===== src/rtl/skew_feeder.sv =====
// skew_feeder: west-edge activation skew buffer for a ROWS x ROWS systolic MAC array.
// Accepts one ROWS x DEPTH tile per valid/ready transfer into a pending buffer, moves it
// into an active per-row shift register, and streams one element per row per cycle with
// row r delayed r cycles so the array sees a diagonal wavefront. Back-to-back tiles
// stream without bubbles because the next tile launches on the same edge the current
// tile's final element leaves.
//
// Ports:
//   clk        clock
//   reset      synchronous active-high reset
//   in_valid   tile offered
//   in_ready   pending buffer free (transfer on in_valid && in_ready)
//   in_data    tile, element (r,k) at bits [(r*DEPTH+k)*DATA_W +: DATA_W]
//   row_data   row r value at bits [r*DATA_W +: DATA_W]
//   row_valid  bit r high when row r carries a real element
//   tile_done  one-cycle pulse with element (ROWS-1, DEPTH-1) of each tile
//   busy       pending tile held or any element in flight
module skew_feeder #(
   parameter int unsigned DATA_W = 8,
   parameter int unsigned ROWS   = 4,
   parameter int unsigned DEPTH  = 4
) (
   input  logic                          clk,
   input  logic                          reset,
   input  logic                          in_valid,
   output logic                          in_ready,
   input  logic [ROWS*DEPTH*DATA_W-1:0]  in_data,
   output logic [ROWS*DATA_W-1:0]        row_data,
   output logic [ROWS-1:0]               row_valid,
   output logic                          tile_done,
   output logic                          busy
);

   localparam int unsigned CNT_W = $clog2(DEPTH + 1);

   // Tile layout matches in_data bit packing: [row][element][bit].
   typedef logic [ROWS-1:0][DEPTH-1:0][DATA_W-1:0] tile_t;

   tile_t             pend_q, pend_d;
   logic              pend_v_q, pend_v_d;
   tile_t             act_q, act_d;
   logic [CNT_W-1:0]  cnt_q, cnt_d;

   logic              accept;
   logic              launch;

   logic [ROWS-1:0][DATA_W-1:0] head_data;
   logic                        head_v;
   logic                        head_last;

   logic [ROWS-1:0]   stage_any;
   logic              last_out;

   // Pending/active buffer next-state: accept, shift, launch.
   always_comb begin
      pend_d   = pend_q;
      pend_v_d = pend_v_q;
      act_d    = act_q;
      cnt_d    = cnt_q;
      accept   = in_valid && !pend_v_q;
      // Launch when active is empty or its final element leaves on this edge.
      launch   = pend_v_q && (cnt_q <= CNT_W'(1));

      if (accept) begin
         pend_d   = tile_t'(in_data);
         pend_v_d = 1'b1;
      end

      if (cnt_q != '0) begin
         for (int r = 0; r < int'(ROWS); r++) begin
            for (int k = 0; k < int'(DEPTH) - 1; k++) begin
               act_d[r][k] = act_q[r][k+1];
            end
            act_d[r][DEPTH-1] = '0;
         end
         cnt_d = cnt_q - CNT_W'(1);
      end

      // Launch overrides the final shift; accept cannot coincide since in_ready is low.
      if (launch) begin
         act_d    = pend_q;
         cnt_d    = CNT_W'(DEPTH);
         pend_v_d = 1'b0;
      end
   end

   // Buffer state registers.
   always_ff @(posedge clk) begin
      if (reset) begin
         pend_q   <= '0;
         pend_v_q <= 1'b0;
         act_q    <= '0;
         cnt_q    <= '0;
      end else begin
         pend_q   <= pend_d;
         pend_v_q <= pend_v_d;
         act_q    <= act_d;
         cnt_q    <= cnt_d;
      end
   end

   // Row heads; masked to zero whenever no element is active.
   always_comb begin
      head_v    = (cnt_q != '0);
      head_last = (cnt_q == CNT_W'(1));
      for (int r = 0; r < int'(ROWS); r++) begin
         head_data[r] = head_v ? act_q[r][0] : '0;
      end
   end

   // Per-row skew: row r head passes through r register stages.
   for (genvar r = 0; r < ROWS; r++) begin : g_row
      if (r == 0) begin : g_head
         assign row_data[0 +: DATA_W] = head_data[0];
         assign row_valid[0]          = head_v;
         assign stage_any[0]          = 1'b0;
      end else begin : g_dly
         logic [r-1:0][DATA_W-1:0] sd_q;
         logic [r-1:0]             sv_q;

         always_ff @(posedge clk) begin
            if (reset) begin
               sd_q <= '0;
               sv_q <= '0;
            end else begin
               sd_q[0] <= head_data[r];
               sv_q[0] <= head_v;
               for (int j = 1; j < r; j++) begin
                  sd_q[j] <= sd_q[j-1];
                  sv_q[j] <= sv_q[j-1];
               end
            end
         end

         assign row_data[r*DATA_W +: DATA_W] = sd_q[r-1];
         assign row_valid[r]                 = sv_q[r-1];
         assign stage_any[r]                 = |sv_q;
      end
   end

   // Last-element flag only matters on the bottom row, so only that chain is kept.
   if (ROWS == 1) begin : g_last_head
      assign last_out = head_last;
   end else begin : g_last_dly
      logic [ROWS-2:0] sl_q;

      always_ff @(posedge clk) begin
         if (reset) begin
            sl_q <= '0;
         end else begin
            sl_q[0] <= head_last;
            for (int j = 1; j < int'(ROWS) - 1; j++) begin
               sl_q[j] <= sl_q[j-1];
            end
         end
      end

      assign last_out = sl_q[ROWS-2];
   end

   assign in_ready  = !pend_v_q;
   assign tile_done = last_out;
   assign busy      = pend_v_q | head_v | (|stage_any);

endmodule


===== config.mk =====
export PLATFORM = sky130hd
export DESIGN_NAME = skew_feeder
export DESIGN_NICKNAME = d
export VERILOG_FILES = /design/src/rtl/skew_feeder.sv
export SDC_FILE = /design/constraint.sdc
export NUM_CORES = 1
export LEC_CHECK = 0
export CAP_MARGIN = 0
export CORE_ASPECT_RATIO = 1.1
export CORE_UTILIZATION = 40
export DETAILED_ROUTE_END_ITERATION = 12
export SLEW_MARGIN = 20
export SYNTH_ARGS = -nofsm -noshare
export SYNTH_HDL_FRONTEND = slang
export SYNTH_SLANG_ARGS = --single-unit

===== constraint.sdc =====
create_clock -name clk -period 3.15 [get_ports clk]
set_input_delay 0.7875 -clock clk [delete_from_list [all_inputs] [get_ports clk]]
set_output_delay 0.7875 -clock clk [all_outputs]
set_load 0.1 [all_outputs]

# Word level (Yosys, flattened, before mapping)
# Index checks and enable logic that the tools add are counted.
# word_totals
out_inout_bits	39
regBits	317
inputBits	131
# classes
reduce_logical	8
n_bitwise	3
eq_ne	1
muxes	5
n_addsub	1
magnitude_cmp	1
# op_table
operator	count
$mux W128	2
$mux W8	1
$mux W3	2
$reduce_or A6 Y1	1
$reduce_or A2 Y1	2
$eq A3 B1 Y1 const B	1
$le A3 B1 Y1 const B	1
$reduce_bool A3 Y1	1
$sub A3 B1 Y3 const B	1
$logic_and A1 B1 Y1	2
$or A1 B1 Y1	2
$reduce_bool A2 Y1	1
$logic_not A1 Y1	1
$not A1 Y1	1

# Longest topological paths before layout
# Gate-level depths: netlist of the first run.
# logic_depth
word_depth	3
depth_mapped	8

# Worst setup path before layout of the first run
# OpenSTA, ideal clock, no wires.
# synth_timing
kind	flip-flop to output port
startpoint	register cnt_q[0]
endpoint	output port row_data[0]
n_path_buf	2
path_stages_with_launch	8
t_arrival_ns	1.922
path_slack_ns	0.440
path_cell_list	dfxtp_1 -> inv_1 -> ha_1 -> nor2b_1 -> buf_4 -> inv_1 -> buf_2 -> and2_1
# synth_via
elab_chain_cells	2
# synth_rtl
item	line_no	text
start: declaration	42	logic [CNT_W-1:0] cnt_q, cnt_d;
start signal: assignment	98	cnt_q <= cnt_d;
$reduce_bool A3 Y1	104	head_v = (cnt_q != '0);
net head_v	48	logic head_v;
$mux W8	107	head_data[r] = head_v ? act_q[r][0] : '0;
end: declaration	28	output logic [ROWS*DATA_W-1:0] row_data,
# The timed path passes the listed nets, and every way through them passes these cells.

# Worst setup path in the final report of the first run
# layout_timing
startpoint	register cnt_q[0]
endpoint	output port busy
# layout_via
elab_chain_cells	3
# layout_rtl
item	line_no	text
$reduce_bool A3 Y1	104	
$or A1 B1 Y1 (2 in series)	163	assign busy = pend_v_q | head_v | (|stage_any);
end: declaration	31	output logic busy
# No other way between the ends.

==> results of run 1 <==
-- cell type report --
type / count / area share
sequential: 314 / 0.410
multi-input combinational: 856 / 0.349
clock inverter: 12 / 0.00807
timing repair buffer: 192 / 0.132
tap: 414 / 0.0338
inverter: 4 / 0.00122
clock buffer: 49 / 0.0657
-- registers in the layout (all words and copies together) (netlist names) --
signal            cells
g_row.g_dly.sd_q     32
row_data             16
g_row.g_dly.sv_q      3
pend_v_q              1
act_q               128
cnt_q                 3
g_last_dly.sl_q       3
pend_q              128
-- path summary, 6_finish.rpt --
kind / from / to / slack, ns / depth (start not counted)
hold reg to reg: g_row[2].g_dly.sd_q[0] / row_data[16] / 0.43 / 1
setup / recovery: cnt_q[0] / busy / 0.17 / 6
setup reg to reg: cnt_q[0] / act_q[1] / 0.71 / 7
hold / removal: g_row[2].g_dly.sd_q[0] / row_data[16] / 0.43 / 1
-- worst reg2reg max path, delay by kind of cell (launching register included) --
family	cells	cell delay, ns
buffers and inverters	3	1.05
flip-flops	1	0.36
AO/OA/AOI/OAI	1	0.29
AND/OR/NAND/NOR	1	0.26
adder cells (fa/ha/maj)	1	0.19
multiplexers	1	0.19
-- placed cells by master (no fill, tap or decap), types with 2 or more instances in the layout --
| cell type | n |
|---|---|
| dfxtp_1 | 314 |
| nand2_1 | 263 |
| a21oi_1 | 161 |
| clkdlybuf4s50_1 | 129 |
| nor2_1 | 97 |
| mux2i_1 | 94 |
| a221oi_2 | 70 |
| buf_4 | 43 |
| clkbuf_16 | 35 |
| and2_1 | 32 |
| nand3_1 | 32 |
| o211ai_1 | 32 |
| nor2b_1 | 28 |
| a221oi_1 | 23 |
| buf_12 | 17 |
| clkbuf_8 | 8 |
| clkbuf_1 | 6 |
| clkinv_2 | 6 |
| nor3_1 | 5 |
| inv_1 | 3 |
| nor2b_4 | 3 |
| a311oi_1 | 3 |
| ha_1 | 3 |
| inv_6 | 3 |
| clkinvlp_4 | 2 |
| nand2b_4 | 2 |
| bufinv_16 | 2 |
-- repair_timing --
action,in CTS,in global routing
pin swaps,0,0
resized for setup,1,1
buffers inserted,0,1
setup endpoints to repair,1,1
endpoints found under the hold margin,0,0
cloned,1,0
hold buffers,0,0
-- stage by stage --
stage	utilization	total power (uW)	worst slack, ns	instance area [um^2]	hold WS (ns)
finish	0.503	14500	0.168	15300	0.433
global placement	0.464	10400	0.555	14200	0.420
floorplan	-	9390	0.440	12400	0.414
detailed placement	0.464	10400	0.533	14200	0.420
CTS	0.503	14600	0.0564	15300	0.436
global route	0.503	15200	0.0321	15300	0.447
-- layer usage --
| layer | up-vias | global-route usage | wire, um |
|---|---|---|---|
| li1 | 4709 | - | - |
| met1 | 4456 | 0.249 | 13700 |
| met2 | 179 | 0.329 | 14900 |
| met3 | 36 | 0.0288 | 1140 |
| met4 | 0 | 0.0471 | 517 |
| met5 | - | 0 | 0 |
-- power breakdown --
group,leakage (uW),internal (uW),switching [uW]
Sequential,0.00256,4610,361
Combinational,0.00271,1990,3490
Clock,0.000561,2400,1610
Total,0.00584,9000,5460
-- cells by family (layout without fill, tap and decap cells) --
kind of cell             after synthesis  count (layout)  synth area share
adder cells (fa/ha/maj)                3               3           0.00302
AND/OR/NAND/NOR                      466             466             0.158
buffers and inverters                146             257            0.0682
AO/OA/AOI/OAI                        292             292             0.189
XOR/XNOR                               1               1          0.000704
flip-flops                           314             314             0.505
multiplexers                          94              94            0.0756
==> reports/metrics.cfg, run 1 <==
[run_status]
status=completed

[floorplan]
dieArea_um2=31800
io_pins=170
chipHeight_um=187
initial_core_util=0.408
rows=67
core-area_um2=30500
die_w_um=170

[worst_setup_path]
critPathTopFamily=buffers and inverters
cp.required_ns=2.36
endpoint_kind=primary output
crit_path_cell_trace=inv_1 -> ha_1 -> nor2b_4 -> buf_16 -> nand2_1 -> buf_12
critPathMaxStageDelay_ns=0.36
path_class=reg -> out
crit_buf_inv=3
cp_data_arrival_time_ns=2.19
path_max_fanout=47
startpoint_type=flop
crit_slowest_cell=dfxtp_1

[detailed_routing]
wl_per_cell_um=16.5
via_per_inst=5.10
first_pass_iters=4
ant_nets=0
route.detailed.drc=0
drt_iter0_drc=459
vias=9380
routed_wl_um=30300

[logic_synthesis]
synth_top_area_frac=0.505
ys_seq_elements=314
synth-edff-count=0
synth_nets=1450
ys_async_sr_fraction=0
yosys_warnings=0
synth.avg_cell_area_um2=9.46
ys_seq_area_frac=0.505
yosysTopAreaCell=dfxtp_1
syn_inst=1316
netlist_top_cells_count=dfxtp_1, nand2_1, a21oi_1, nor2_1, mux2i_1
yosys.cell_types.count=29
ys.flop_type=dfxtp_1
syn_area_um2=12400
yosysMostFrequentCell=dfxtp_1
synth_area_leaders=dfxtp_1, a221oi_2, nand2_1

[finish]
syn_to_final_growth_pct=23.3
multiInputGateArea_um2=5360
fin_cells=1841
antenna_cells=0
num-nets-final=1537
seq_area_um2=6290
num-fill-cells=2890
drive_above_1_share=0.139

[clocking]
root_buffer=clkbuf_16
path_clk_slew_ns=0.06
cts_max_level=2
clock_latency_ns=0.52
cts_sinks=314
cts_buffers=35
cts_tree=built
cts.path.max_buffers=3

[sta]
drv_slew=0
setup_viol=0
layout_min_cycle_time_ns=2.98
fin_crit_sh=0.947
finalClockSkew_ns=0.0153
setup_tns_ns=0
tightestPinTransition_ns=0.915
slew_headroom=0.390
finalHoldViolations=0
fmax_mhz=335
rsz0062_at_grt=no

[pwr]
p_leak_uw=0.00584
ir_drop_mv=1.13
powerDensity_nw_per_um2=942

[global_routing]
grt_max_degree=127
antenna_found_initial=0
grt_pass1_vias=9284
grt_use_total=0.191
grt-ovfl-total=0
grt_pass1_wl_um=49100

[flow_run]
cap_violations=0

[placed_design]
gp_congestion=0.745
post-place-cells=1778
post-dp-hpwl_um=18100
io_buffers=169

[hold_path]
hold_class=reg -> reg

No activity file was read; power rests on OpenSTA's default activity.
==> run 2, diff against run 1 <==
--- a/config.mk
+++ b/config.mk
@@ -9,6 +9,7 @@
 export CORE_ASPECT_RATIO = 1.1
 export CORE_UTILIZATION = 40
 export DETAILED_ROUTE_END_ITERATION = 12
+export SETUP_SLACK_MARGIN = 0.4
 export SLEW_MARGIN = 20
 export SYNTH_ARGS = -nofsm -noshare
 export SYNTH_HDL_FRONTEND = slang
==> run 2 against run 1 <==
Against the previous run:
- cell count grew 0.54%
- clock power is essentially flat
- register-to-register slack gained 0.29 ns
- sequential share of layout area shrank 0.47 points
- flip-flop and latch count is the same
- hold slack is essentially flat
- combinational power grew 8.6%
- non-clock buffer count grew 10
- routed wire length grew 1.9%
- via count grew 0.66%
- clock skew shrank 0.0026 ns
- maximum frequency grew 12%
==> reports/metrics.cfg, run 2 (same netlist as run 1, synthesis figures left out) <==
[clocking]
cts_buffers=35  ; unchanged
cts_tree=built
cts.path.max_buffers=3  ; unchanged
path_clk_slew_ns=0.06  ; about the same
hold_buffers=0  ; unchanged
cts_sinks=314  ; unchanged
cts_max_level=2  ; unchanged
root_buffer=clkbuf_16
clock_latency_ns=0.51  ; about the same

[sta]
setup_tns_ns=0  ; unchanged
fin_crit_sh=0.848  ; -0.0989
setup_viol=0  ; unchanged
slew_headroom=0.359  ; -0.0306
tightestPinTransition_ns=0.961  ; +0.0459 ns
layout_min_cycle_time_ns=2.67  ; -0.312 ns
hold_ws_ns=0.433  ; -0.000208 ns
rsz0062_at_grt=yes
fmax_mhz=374  ; +12%
drv_slew=0  ; unchanged
fin_ws_ns=0.479  ; +0.312 ns
finalClockSkew_ns=0.0127  ; -0.00261 ns
finalHoldViolations=0  ; unchanged

[placed_design]
post-dp-hpwl_um=18100  ; unchanged
dp_slack_ns=0.533  ; unchanged
gp_congestion=0.745  ; unchanged
io_buffers=169  ; unchanged

[worst_setup_path]
path_max_fanout=12  ; -74%
cp.required_ns=2.36  ; about the same
cp_data_arrival_time_ns=1.88  ; -0.31 ns
endpoint_kind=primary output
path_class=reg -> out
startpoint_type=flop

[hold_path]
hold_class=reg -> reg

[floorplan]
io_pins=170  ; unchanged
rows=67  ; unchanged
die_w_um=170  ; unchanged
core-area_um2=30500  ; unchanged
chipHeight_um=187  ; unchanged
dieArea_um2=31800  ; unchanged
initial_core_util=0.408  ; unchanged

[finish]
num-nets-final=1547  ; +0.65%
antenna_cells=0  ; unchanged
final_cell_mix=dfxtp_1, nand2_1, a21oi_1
syn_to_final_growth_pct=24.9
top_regs=act_q: 128 flops, pend_q: 128 flops, g_row.g_dly.sd_q: 32 flops
post-route-util=0.509  ; +0.00644
drive_above_1_share=0.154  ; +0.0157
final_common_cell=dfxtp_1

[pwr]
powerDensity_nw_per_um2=961  ; +2.0%
p_leak_uw=0.00594  ; +1.7%
ir_drop_mv=1.14  ; +0.68%

[global_routing]
antenna_found_initial=0  ; unchanged
grt_pass1_vias=9330  ; +0.50%
grt_pass1_wl_um=49900  ; +1.6%
grt-ovfl-total=0  ; unchanged
grt_max_degree=127  ; unchanged
grt_use_total=0.195  ; +0.00394

[detailed_routing]
first_pass_iters=5  ; +1
ant_nets=0  ; unchanged
drt_iter0_drc=451  ; -1.7%
vias=9442  ; +0.66%
via_per_inst=5.10  ; +0.12%
wl_per_cell_um=16.7  ; +1.3%
routed_wl_um=30900  ; +1.9%
route.detailed.drc=0  ; unchanged

[flow_run]
cap_violations=0  ; unchanged

[run_status]
status=completed

[run 2: changes by cell type in the layout (fill, tap and decap cells not counted), sizes merged]
cell,delta
buf,+8
bufbuf,+2
[run 2: power by group]
group          internal (uW)  switching (uW)  total (uW)
combinational           2330            3610        5940
clock                   2400            1610        4010
sequential              4610             361        4970
[run 2: worst paths after layout]
| check | to | slack, ns | startpoint | cells after the start |
|---|---|---|---|---|
| max | busy | 0.48 | cnt_q[0] | 7 |
| min | row_data[16] | 0.43 | g_row[2].g_dly.sd_q[0] | 1 |
| max reg2reg | act_q[1] | 1.00 | cnt_q[0] | 8 |
| min reg2reg | row_data[16] | 0.43 | g_row[2].g_dly.sd_q[0] | 1 |
[run 2: cell type report]
class | count | area [um^2]
clock inverters | 12 | 124
fillers | 2875 | 15000
well taps | 414 | 518
clock buffers | 49 | 1010
repair buffers | 202 | 2170
flip-flops and latches | 314 | 6290
inverters | 4 | 23.8
multi-input cells | 856 | 5400
[run 2: per-stage QoR]
| step | area (um^2) | power (uW) | std cells |
|---|---|---|---|
| after CTS | 15500 | 15000 | 1849 |
| after global placement | 14200 | 10400 | 1778 |
| after floorplan | 12400 | 9390 | 1316 |
| final | 15500 | 14900 | 1851 |
| after global routing | 15500 | 15700 | 1851 |
| after detailed placement | 14200 | 10400 | 1778 |
[run 2: metal layers]
metal,routed length [um],GRT usage,share of wire
met3,1160,0.0284,0.038
met4,572,0.0492,0.019
met1,13900,0.259,0.45
met5,0,0,0
met2,15200,0.332,0.49
[run 2: worst max-delay path, cell delays in order (launching register included)]
cell and delay, ns:
dfxtp_4 0.35, inv_4 0.07, ha_4 0.13, nor2b_4 0.21, buf_12 0.13, buf_16 0.16
nand2_1 0.13, buf_12 0.19
[run 2: what timing repair did]
action / 4_1_cts / 5_1_grt
gates cloned: 3 / 0
setup endpoints to repair: 10 / 10
setup buffers: 7 / 2
resized for setup: 21 / 2
==> run 3, diff against run 2 <==
==> constraint.sdc (replaced) <==
create_clock -name clk -period 2.2 [get_ports clk]
set_input_delay 0.55 -clock clk [delete_from_list [all_inputs] [get_ports clk]]
set_output_delay 0.55 -clock clk [all_outputs]
set_load 0.1 [all_outputs]
==> run 3 against run 2 <==
Against the previous run:
- the run now ends with setup timing left
- register-to-register slack got worse by 0.70 ns
- clock-buffer cell count rose by 2
- routed wire length rose by 3.6%
- highest routed layer unchanged
- clock skew fell by 0.0013 ns
- largest cell class unchanged
- core utilization rose by 2.1 points
- cell count rose by 1.4%
- combinational power rose by 67%
==> reports/metrics.cfg, run 3 (same netlist as run 1, synthesis figures left out) <==
[run_status]
status=complete, but fails checks
violations=setup timing

[sta]
layout_min_cycle_time_ns=2.32
fin_ws_ns=-0.118  ; -0.597 ns
fin_crit_sh=1.05
finalHoldViolations=0  ; unchanged
tightestPinTransition_ns=1.06  ; +0.0982 ns
fmax_mhz=431
drv_slew=0  ; unchanged
slew_headroom=0.294  ; -0.0655
finalClockSkew_ns=0.0114  ; -0.00130 ns
setup_viol=9  ; +9
hold_ws_ns=0.435  ; +0.00192 ns
rsz0062_at_grt=yes

[finish]
antenna_cells=0  ; unchanged
syn_to_final_growth_pct=30.1
num-fill-cells=2871  ; -0.14%
top_regs=act_q: 128 flops, pend_q: 128 flops, g_row.g_dly.sd_q: 32 flops
fin_cells=1877  ; +1.4%
final_area_um2=16200  ; +4.2%
seq_area_um2=6300  ; about the same
num-nets-final=1571  ; +1.6%
final_cell_mix=dfxtp_1, nand2_1, a21oi_1
drive_above_1_share=0.185  ; +0.0301
multiInputGateArea_um2=5500  ; +1.9%
final_common_cell=dfxtp_1

[global_routing]
grt_pass1_vias=9369  ; +0.42%
grt-ovfl-total=0  ; unchanged
grt_max_degree=209  ; +65%
grt_use_total=0.195  ; -0.000209
grt_pass1_wl_um=49400  ; -0.95%
antenna_found_initial=0  ; unchanged

[clocking]
cts_buffers=35  ; unchanged
clock_latency_ns=0.50  ; about the same
path_clk_slew_ns=0.06  ; about the same
cts_max_level=2  ; unchanged
hold_buffers=0  ; unchanged
root_buffer=clkbuf_16
cts.path.max_buffers=3  ; unchanged
cts_tree=built
cts_sinks=314  ; unchanged

[floorplan]
core-area_um2=30500  ; unchanged
io_pins=170  ; unchanged
chipHeight_um=187  ; unchanged
initial_core_util=0.408  ; unchanged
die_w_um=170  ; unchanged
rows=67  ; unchanged
dieArea_um2=31800  ; unchanged

[pwr]
p_leak_uw=0.00620  ; +4.3%
powerDensity_nw_per_um2=1430  ; +49%
power.total_uw=23100  ; +55%
ir_drop_mv=1.07  ; -5.4%

[hold_path]
min_to=row_data[20]
hold_class=reg -> reg
min_path_cells=1  ; unchanged
worstHoldStart=g_row[2].g_dly.sd_q[4]

[worst_setup_path]
regToRegEndpoint=g_row[2].g_dly.sd_q[0]
crit_slowest_cell=dfxtp_4
critPathMaxStageDelay_ns=0.35  ; about the same
crit-reg2reg-launch=cnt_q[0]
path_max_fanout=10  ; -2
cp_data_arrival_time_ns=1.77  ; -0.11 ns
rr_worst_depth=6  ; -2
path_class=reg -> out
crit_path_cell_trace=inv_4 -> ha_4 -> nor2b_4 -> buf_6 -> inv_8 -> and2_4 -> buf_12
cp.required_ns=1.65  ; -0.71 ns
endpoint_kind=primary output
reg2reg_setup_slack_ns=0.30  ; -0.70 ns
startpoint_type=flop

[detailed_routing]
wl_per_cell_um=17.1  ; +2.1%
route.detailed.drc=0  ; unchanged
routed_wl_um=32000  ; +3.6%
drt_iter0_drc=498  ; +10%
vias=9606  ; +1.7%
via_per_inst=5.12  ; +0.33%
first_pass_iters=4  ; -1
ant_nets=0  ; unchanged

[placed_design]
place_area_um2=14400  ; +1.5%
dp_slack_ns=0.129  ; -0.405 ns
gp_congestion=0.754  ; +1.2%
post-place-cells=1786  ; +0.45%
post-dp-hpwl_um=17700  ; -2.2%
io_buffers=169  ; unchanged

[flow_run]
cap_violations=0  ; unchanged

## run 3: changes by cell type in the layout (fill, tap and decap cells not counted), sizes merged
cell,previous run,this run
bufbuf,3,1
clkbuf,49,57
clkinv,6,8
clkinvlp,2,0
buf,70,90
inv,6,5
bufinv,2,3
## run 3: per-stage QoR
| step | utilization | TNS [ns] |
|---|---|---|
| after floorplan | - | 0 |
| after global placement | 0.471 | 0 |
| after detailed placement | 0.471 | 0 |
| after CTS | 0.521 | -1.38 |
| after global routing | 0.531 | -1.45 |
| final | 0.531 | -0.909 |
## run 3: per-layer routing
metal / vias to the layer above / wire length (um) / part of all wire / GRT usage
li1: 4787 / - / - / -
met1: 4586 / 14400 / 0.45 / 0.249
met2: 192 / 15800 / 0.49 / 0.344
met3: 41 / 1350 / 0.042 / 0.0281
met4: 0 / 492 / 0.015 / 0.0440
met5: - / 0 / 0 / 0
## run 3: worst max-delay path by stage
stage / cells past startpoint / endpoint / from / slack (ns)
after floorplan: 7 / row_data[0] / cnt_q[1] / 0.34
after global placement: 6 / pend_q[71] / in_valid / 0.17
after detailed placement: 6 / pend_q[31] / in_valid / 0.13
after CTS: 7 / row_data[7] / cnt_q[1] / -0.16
after global routing: 7 / row_data[7] / cnt_q[0] / -0.17
final: 7 / row_data[7] / cnt_q[1] / -0.12
## run 3: layout make-up
cell class              instances  area share
inverters                       4     0.00185
clock buffers                  51      0.0672
multi-input cells             856       0.340
clock inverters                12     0.00858
repair buffers                226       0.162
well taps                     414      0.0320
flip-flops and latches        314       0.389
## run 3: critical path: cells and delay by family (launching register included)
family / cells / cell delay, ns
and+or+nand+nor: 2 / 0.36
DFF: 1 / 0.35
buffers and inverters: 4 / 0.42
adders and majority gates: 1 / 0.13
## run 3: power breakdown
part	internal (uW)	switching, uW	total (uW)
Sequential	6610	520	7130
Clock	3790	2290	6080
Combinational	4220	5700	9920
## run 3: repair_timing
action / 4_1_cts / 5_1_grt
cloned: 6 / 5
setup buffers: 7 / 10
pin swaps: 0 / 1
endpoints found under the setup margin: 152 / 141
gates resized for setup: 21 / 26
